$ cat config.mk
export PLATFORM = sky130hd
export DESIGN_NAME = note_scheduler
export DESIGN_NICKNAME = d
export VERILOG_FILES = /design/src/rtl/rhythm_pkg.sv /design/src/rtl/note_lane_cap.sv /design/src/rtl/note_scheduler.sv
export SDC_FILE = /design/constraint.sdc
export NUM_CORES = 1
export LEC_CHECK = 0
export ABC_CLOCK_PERIOD_IN_PS = 4400
export BUFFER_PORTS_ARGS = -buffer_cell sky130_fd_sc_hd__buf_4
export CORE_MARGIN = 2
export CORE_UTILIZATION = 45
export CTS_CLUSTER_DIAMETER = 80
export DETAILED_ROUTE_END_ITERATION = 10
export PLACE_DENSITY = 0.69
export REMOVE_ABC_BUFFERS = 1
export SYNTH_ARGS = -nofsm -noshare
export SYNTH_HDL_FRONTEND = slang
export SYNTH_SLANG_ARGS = --single-unit
$ cat constraint.sdc
create_clock -name i_Clk -period 4.4 [get_ports i_Clk]
set_input_delay 0.88 -clock i_Clk [delete_from_list [all_inputs] [get_ports i_Clk]]
set_output_delay 0.88 -clock i_Clk [all_outputs]
set_load 0.005 [all_outputs]
$ cat src/rtl/rhythm_pkg.sv
// Shared types and constants for the rhythm note datapath.
// Holds state/level encodings, lane count and default spawn thresholds.
package rhythm_pkg;

    localparam int NUM_LANES = 4;

    typedef enum logic [1:0] {
        ST_IDLE = 2'd0,
        ST_RUN  = 2'd1,
        ST_DONE = 2'd2
    } state_t;

    typedef enum logic [1:0] {
        LVL_EASY   = 2'd0,
        LVL_NORM   = 2'd1,
        LVL_HARD   = 2'd2,
        LVL_EXPERT = 2'd3
    } level_t;

    localparam logic [3:0] THR_EASY_DEF   = 4'd4;
    localparam logic [3:0] THR_NORM_DEF   = 4'd8;
    localparam logic [3:0] THR_HARD_DEF   = 4'd12;
    localparam logic [3:0] THR_EXPERT_DEF = 4'd15;

    function automatic logic [NUM_LANES-1:0] lane_onehot(
        input logic [1:0] idx
    );
        lane_onehot = NUM_LANES'(1) << idx;
    endfunction

    function automatic logic cap_for_level(input level_t lvl);
        cap_for_level = (lvl == LVL_EASY) || (lvl == LVL_NORM);
    endfunction

endpackage

$ cat src/rtl/note_lane_cap.sv
// Lane cap: optionally keeps only the two lowest set bits of a pattern.
// Purely combinational so chart/replay logic can share it.
module note_lane_cap
    import rhythm_pkg::*;
(
    input  logic [NUM_LANES-1:0] pattern,
    input  logic                 cap_en,
    output logic [NUM_LANES-1:0] lanes
);

    logic [NUM_LANES-1:0] low1;
    logic [NUM_LANES-1:0] rest;
    logic [NUM_LANES-1:0] low2;

    // x & -x isolates the lowest set bit
    always_comb begin
        low1 = pattern & (~pattern + NUM_LANES'(1));
        rest = pattern & ~low1;
        low2 = rest & (~rest + NUM_LANES'(1));
        if (cap_en) begin
            lanes = low1 | low2;
        end else begin
            lanes = pattern;
        end
    end

endmodule

$ cat src/rtl/note_scheduler.sv
// Beat-driven note spawner: picks lanes from the LFSR word on each beat
// and offers them downstream through a one-entry valid/ready holding register.
module note_scheduler
    import rhythm_pkg::*;
#(
    parameter int         SONG_BEATS = 256,
    parameter int         BEAT_CW    = 9,
    parameter logic [3:0] THR_EASY   = THR_EASY_DEF,
    parameter logic [3:0] THR_NORM   = THR_NORM_DEF,
    parameter logic [3:0] THR_HARD   = THR_HARD_DEF,
    parameter logic [3:0] THR_EXPERT = THR_EXPERT_DEF
) (
    input  logic                 i_Clk,
    input  logic                 i_Rst,
    input  logic                 i_Start,
    input  logic                 i_Stop,
    input  logic                 i_Beat,
    input  logic [1:0]           i_Level,
    input  logic [7:0]           i_Rand,
    input  logic                 i_Ready,
    output logic                 o_Valid,
    output logic [3:0]           o_Lanes,
    output logic                 o_Busy,
    output logic                 o_Done,
    output logic [BEAT_CW-1:0]   o_BeatCnt,
    output logic [7:0]           o_Drop
);

    state_t state_q;
    state_t state_d;
    level_t level_q;

    logic       start_go;
    logic       beat_go;
    logic       last_beat;
    logic       xfer;
    logic       spawn;
    logic [3:0] thr;
    logic [3:0] raw_pat;
    logic [3:0] note_lanes;

    // Start is only honoured from IDLE/DONE and never alongside a stop
    assign start_go  = i_Start && !i_Stop && (state_q != ST_RUN);
    assign beat_go   = i_Beat && !i_Stop && (state_q == ST_RUN);
    assign last_beat = (o_BeatCnt == BEAT_CW'(SONG_BEATS - 1));
    assign xfer      = o_Valid && i_Ready;

    always_ff @(posedge i_Clk or negedge i_Rst) begin
        if (!i_Rst) begin
            state_q <= ST_IDLE;
        end else begin
            state_q <= state_d;
        end
    end

    always_comb begin
        state_d = state_q;
        if (i_Stop) begin
            state_d = ST_IDLE;
        end else begin
            unique case (state_q)
                ST_IDLE: if (i_Start) state_d = ST_RUN;
                ST_RUN:  if (i_Beat && last_beat) state_d = ST_DONE;
                ST_DONE: if (i_Start) state_d = ST_RUN;
                default: state_d = ST_IDLE;
            endcase
        end
    end

    always_comb begin
        o_Busy = (state_q == ST_RUN);
        o_Done = (state_q == ST_DONE);
    end

    always_ff @(posedge i_Clk or negedge i_Rst) begin
        if (!i_Rst) begin
            level_q <= LVL_EASY;
        end else if (start_go) begin
            level_q <= level_t'(i_Level);
        end
    end

    always_comb begin
        thr = THR_EASY;
        unique case (level_q)
            LVL_EASY:   thr = THR_EASY;
            LVL_NORM:   thr = THR_NORM;
            LVL_HARD:   thr = THR_HARD;
            LVL_EXPERT: thr = THR_EXPERT;
            default:    thr = THR_EASY;
        endcase
    end

    // A zero pattern would be an empty note, so fall back to a rotating lane
    always_comb begin
        if (i_Rand[7:4] == 4'd0) begin
            raw_pat = lane_onehot(o_BeatCnt[1:0]);
        end else begin
            raw_pat = i_Rand[7:4];
        end
    end

    note_lane_cap u_cap (
        .pattern (raw_pat),
        .cap_en  (cap_for_level(level_q)),
        .lanes   (note_lanes)
    );

    assign spawn = beat_go && (i_Rand[3:0] < thr);

    always_ff @(posedge i_Clk or negedge i_Rst) begin
        if (!i_Rst) begin
            o_BeatCnt <= '0;
        end else if (start_go) begin
            o_BeatCnt <= '0;
        end else if (beat_go) begin
            o_BeatCnt <= o_BeatCnt + BEAT_CW'(1);
        end
    end

    always_ff @(posedge i_Clk or negedge i_Rst) begin
        if (!i_Rst) begin
            o_Valid <= 1'b0;
            o_Lanes <= '0;
        end else if (i_Stop || start_go) begin
            o_Valid <= 1'b0;
            o_Lanes <= '0;
        end else if (spawn && (!o_Valid || xfer)) begin
            o_Valid <= 1'b1;
            o_Lanes <= note_lanes;
        end else if (xfer) begin
            o_Valid <= 1'b0;
        end
    end

    // Held note wins over a new spawn; the loser is counted
    always_ff @(posedge i_Clk or negedge i_Rst) begin
        if (!i_Rst) begin
            o_Drop <= '0;
        end else if (start_go) begin
            o_Drop <= '0;
        end else if (spawn && o_Valid && !xfer && (o_Drop != 8'hFF)) begin
            o_Drop <= o_Drop + 8'd1;
        end
    end

endmodule

**After elaboration in Yosys (flattened, before gate mapping)**

Index checks and enable logic that the tools add are counted.

- RAM bits: 0
- Input bits: 16
- Bits in read-only memories: 0
- Output and inout port bits: 24
- Logic and storage cells: 71
- Bits in latches: 0
- Bits in registers: 26
- Memories kept: 0

- Muxes and demuxes: 16
- Reductions and logical operators: 26
- Multiply operators: 0
- Bitwise gates (word level): 7
- Magnitude comparators: 1
- Divide/modulo/power cells: 0
- Add/sub/neg operators: 4
- Eq/ne operators: 10
- Shifts and indexed selects: 1

Operator list:

| kind | number |
|---|---|
| $mux W9 | 2 |
| $mux W4 | 4 |
| $mux W8 | 2 |
| $pmux W4 S4 | 1 |
| $and A4 B4 Y4 | 3 |
| $not A4 Y4 | 3 |
| $logic_and A1 B1 Y1 | 11 |
| $add A9 B1 Y9 const B | 1 |
| $eq A9 B8 Y1 const B | 1 |
| $add A4 B1 Y4 const B | 2 |
| $add A8 B1 Y8 const B | 1 |
| $ne A8 B8 Y1 const B | 1 |
| $eq A2 B2 Y1 const B | 3 |
| $mux W2 | 3 |
| $reduce_bool A2 Y1 | 3 |
| $eq A2 B1 Y1 const B | 2 |
| $logic_not A2 Y1 | 2 |
| $logic_not A4 Y1 | 1 |
| $lt A4 B4 Y1 | 1 |
| $or A4 B4 Y4 | 1 |
| $pmux W2 S2 | 1 |
| $shl A1 B2 Y4 const A | 1 |
| $logic_not A1 Y1 | 3 |
| $logic_or A1 B1 Y1 | 3 |
| 7 further kinds | 9 |

**Depth between registers and ports, before layout**

- Depth in word-level cells: 14
- Depth in mapped cells: 7
- Depth with buffers taken out: 6

**Hierarchy**

A second synthesis with hierarchy kept.

- Cells, all modules: 170
- Area, all modules: 1606.5 µm²

Modules (own cells, without submodules):

| module | sequential area each (µm²) | cells an instance | instances | area each (µm²) |
|---|---|---|---|---|
| note_scheduler | 650.6 | 164 | 1 | 1566.5 |
| note_lane_cap | 0.0 | 6 | 1 | 40.0 |

**Worst setup path after synthesis**

OpenSTA, ideal clock, no wires.

- Path type: input port to flip-flop
- Start: input i_Rand[1]
- End: register o_Drop[5]
- Buffers on the path: 0
- Path slack: 2.077 ns
- Stages on the path: 5
- Library setup time: 0.125 ns
- Data arrival time: 2.199 ns
- Required time: 4.275 ns
- Cell sequence: ha_1 > o211ai_1 > o211ai_4 > nor4_1 > mux2_2

- Longest elaborated chain between the ends: 6

RTL lines:

| element | RTL line | text |
|---|---|---|
| from (decl) | note_scheduler.sv:19 | `input logic [7:0] i_Rand,` |
| $lt A4 B4 Y1 | note_scheduler.sv:109 | `assign spawn = beat_go && (i_Rand[3:0] < thr);` |
| $logic_and A1 B1 Y1 | note_scheduler.sv:109 |  |
| $logic_and A1 B1 Y1 (3 in series) | note_scheduler.sv:142 | `end else if (spawn && o_Valid && !xfer && (o_Drop != 8'hFF)) begin` |
| $reduce_bool A2 Y1 (no source line) | - |  |
| to (signal assigned) | note_scheduler.sv:143 | `o_Drop <= o_Drop + 8'd1;` |
| to (decl) | note_scheduler.sv:26 | `output logic [7:0] o_Drop` |

No other way between the ends.
A chain may end at the register's enable or synchronous reset.

**Worst setup path in the final report**

Same ends and word-level chain as after synthesis.

==> impl_metrics.json <==
{
  "antenna_found_initial": 0,
  "grt_pass1_vias": 1338,
  "post_cts_buffers": 0,
  "cts-root-buf": "clkbuf_4",
  "track_usage": 0.189,
  "maxCapViolCount": 0,
  "arrival_ns": 2.52,
  "yosys.area.top_type_share": 0.427,
  "ant_nets": 0,
  "synth_ff_type": "dfrtp_1",
  "fillers": 295,
  "worstPathRequired_ns": 4.63,
  "cts_sinks": 26,
  "clk_pin_slew_ns": 0.15,
  "synth_area_per_cell_um2": 9.47,
  "grt_remaining_overflow": 0,
  "routed_wl_um": 3430,
  "setup-violations-final": 0,
  "firstDrtPassIters": 4,
  "critPathLaunchType": "primary input",
  "status": "complete, no violations",
  "relSlewSlack": 0.609,
  "finalCritPeriodShare": 0.521,
  "ys_top_cells_by_count": "26 x dfrtp_1, 15 x nand2_1, 13 x nor2_1, 11 x nand3_1, 10 x inv_1",
  "synth_edf_count": 0,
  "yosys-top-cells-area": "dfrtp_1 43%, ha_1 7.4%, nand2_1 3.7%",
  "cts-resized-gates": 0,
  "nNetsFinal": 225,
  "end_kind": "flop",
  "path_max_fanout": 14,
  "hold_path_class": "in -> async",
  "antennaDiodeCount": 0,
  "finalHoldViolCount": 0,
  "chipHeight_um": 62.2,
  "cp_cell_sequence": "buf_4 > ha_1 > o211ai_1 > o211ai_4 > nor4_1 > mux2_2",
  "slew_viol_final": 0,
  "synth.distinct_cells": 43,
  "yosysMostFrequentCell": "dfrtp_1",
  "gp_congestion": 0.807,
  "synthArstFlopShare": 1.00,
  "leakage_nw": 0.885,
  "via_per_inst": 5.50,
  "tightest_slew_ns": 0.586,
  "grt_start_max_net_pins": 27,
  "fmaxAchievable_ghz": 0.436,
  "fin_worst_skew_ns": 0.00870,
  "clockBufferDepth": 2,
  "rsz0062_at_grt": "no",
  "crit_slowest_cell": "mux2_2",
  "ys_seq_area_frac": 0.427,
  "mappedNetlistArea_mm2": 0.00153,
  "drive_gt1_frac": 0.251,
  "ir_drop_mv": 0.160,
  "slowest_delay_ns": 0.37,
  "area_growth_pct": 24.7,
  "hold_buffers": 0,
  "start_util": 0.464,
  "drtIter0Drc": 84,
  "grt_pass1_wl_um": 6030,
  "dp_hpwl_um": 2580,
  "ys_ff_latch": 26,
  "portBuffers": 39,
  "p_per_area_mw_per_mm2": 267,
  "drc": 0,
  "whs_ns": 0.434,
  "core_area_mm2": 0.00328,
  "yosys.area.top_type": "dfrtp_1",
  "synthCells": 161,
  "yosysWarningCount": 0,
  "die_area_mm2": 0.00387,
  "row_count": 21,
  "htreeDepth": 1,
  "min_period_ns": 2.29,
  "ios": 40,
  "wl_per_cell_um": 14.0,
  "cts_tree": "done",
  "cts_buffers": 3,
  "fin_setup_tns_ns": 0,
  "vias": 1348,
  "clock_latency_ns": 0.32,
  "dieWidth_um": 62.2,
  "critPathKind": "in -> reg"
}
[stage by stage]
step	worst slack, ns	area (um2)	util	power [mW]	cells
floorplan	2.01	1490	-	0.306	155
detailed placement	1.75	1850	0.563	0.347	241
CTS	2.11	1900	0.579	0.514	245
global route	2.05	1900	0.579	0.539	245
global placement	1.82	1850	0.563	0.342	241
finish	2.11	1900	0.579	0.507	245
[layout by cell type (no fill, tap or decap), drive strengths merged, types with 2 or more instances in the layout]
cell type  count
or3            2
o31ai          4
nand4          5
or4            2
xor2           6
o21a           2
nand2         15
and4bb         2
mux2i          2
nand3         11
buf           40
dfrtp         26
nor2b          3
nor3           3
nor4           2
ha             9
a31oi          4
clkbuf         3
inv           10
a21oi          6
nor2          13
and4           3
o21ai          8
o211ai         2
[routing by layer]
metal	global-route usage	routed length, um
met2	0.323	1740
met4	0.0611	0
met5	0	0
met3	0.0326	186
met1	0.243	1510
[critical path: cells and delay by family]
family | cells | cell delay, ns
adders and majority gates | 1 | 0.28
buffers and inverters | 1 | 0.11
and+or+nand+nor | 1 | 0.35
AOI/OAI and AO/OA | 2 | 0.53
muxes | 1 | 0.37
[layout make-up]
class,count,area [um2],share of cell area
tap,46,57.6,0.0303
inverter,10,37.5,0.0197
multi-input combinational,119,803,0.422
timing repair buffer,40,300,0.158
clock buffer,3,22.5,0.0118
clock inverter,1,30.0,0.0158
sequential,26,651,0.342
[report_power, final]
group          internal [mW]  switching [mW]  leakage [nW]  total [mW]
logic                 0.0366          0.0464         0.500      0.0830
clock network         0.0921          0.0732        0.0279       0.165
registers              0.247          0.0119         0.357       0.259
total                  0.376           0.131         0.885       0.507
[flip-flops by register name, summed over array words and instances, names as in the netlist]
signal / count
o_Valid: 1
o_BeatCnt: 9
level_q: 2
state_q: 2
o_Drop: 8
o_Lanes: 4
[cell families (layout without fill, tap and decap cells)]
kind of cell             after synthesis  after routing  synth area share
AO/OA/AOI/OAI                         35             35             0.163
multiplexers                           3              3            0.0205
flip-flops                            26             26             0.427
buffers and inverters                 16             54            0.0468
AND/OR/NAND/NOR                       66             66             0.235
XOR/XNOR                               6              6            0.0345
adder cells (fa/ha/maj)                9              9            0.0738
[path summary, 6_finish.rpt]
check / slack (ns) / from / cells after the start / to
max reg2reg: 2.21 / level_q[1]$_DFFE_PN0P_ / 6 / o_Drop[5]$_DFFE_PN0P_
min reg2reg: 0.53 / o_Lanes[3]$_DFFE_PN0P_ / 1 / o_Lanes[3]$_DFFE_PN0P_
max in group asynchronous: 3.71 / i_Rst / 1 / level_q[0]$_DFFE_PN0P_
min: 0.43 / i_Rst / 1 / o_BeatCnt[7]$_DFFE_PN0P_
max: 2.11 / i_Rand[1] / 6 / o_Drop[5]$_DFFE_PN0P_
min in group i_Clk: 0.53 / o_Lanes[3]$_DFFE_PN0P_ / 1 / o_Lanes[3]$_DFFE_PN0P_
Power figures use the tool's default switching activity.
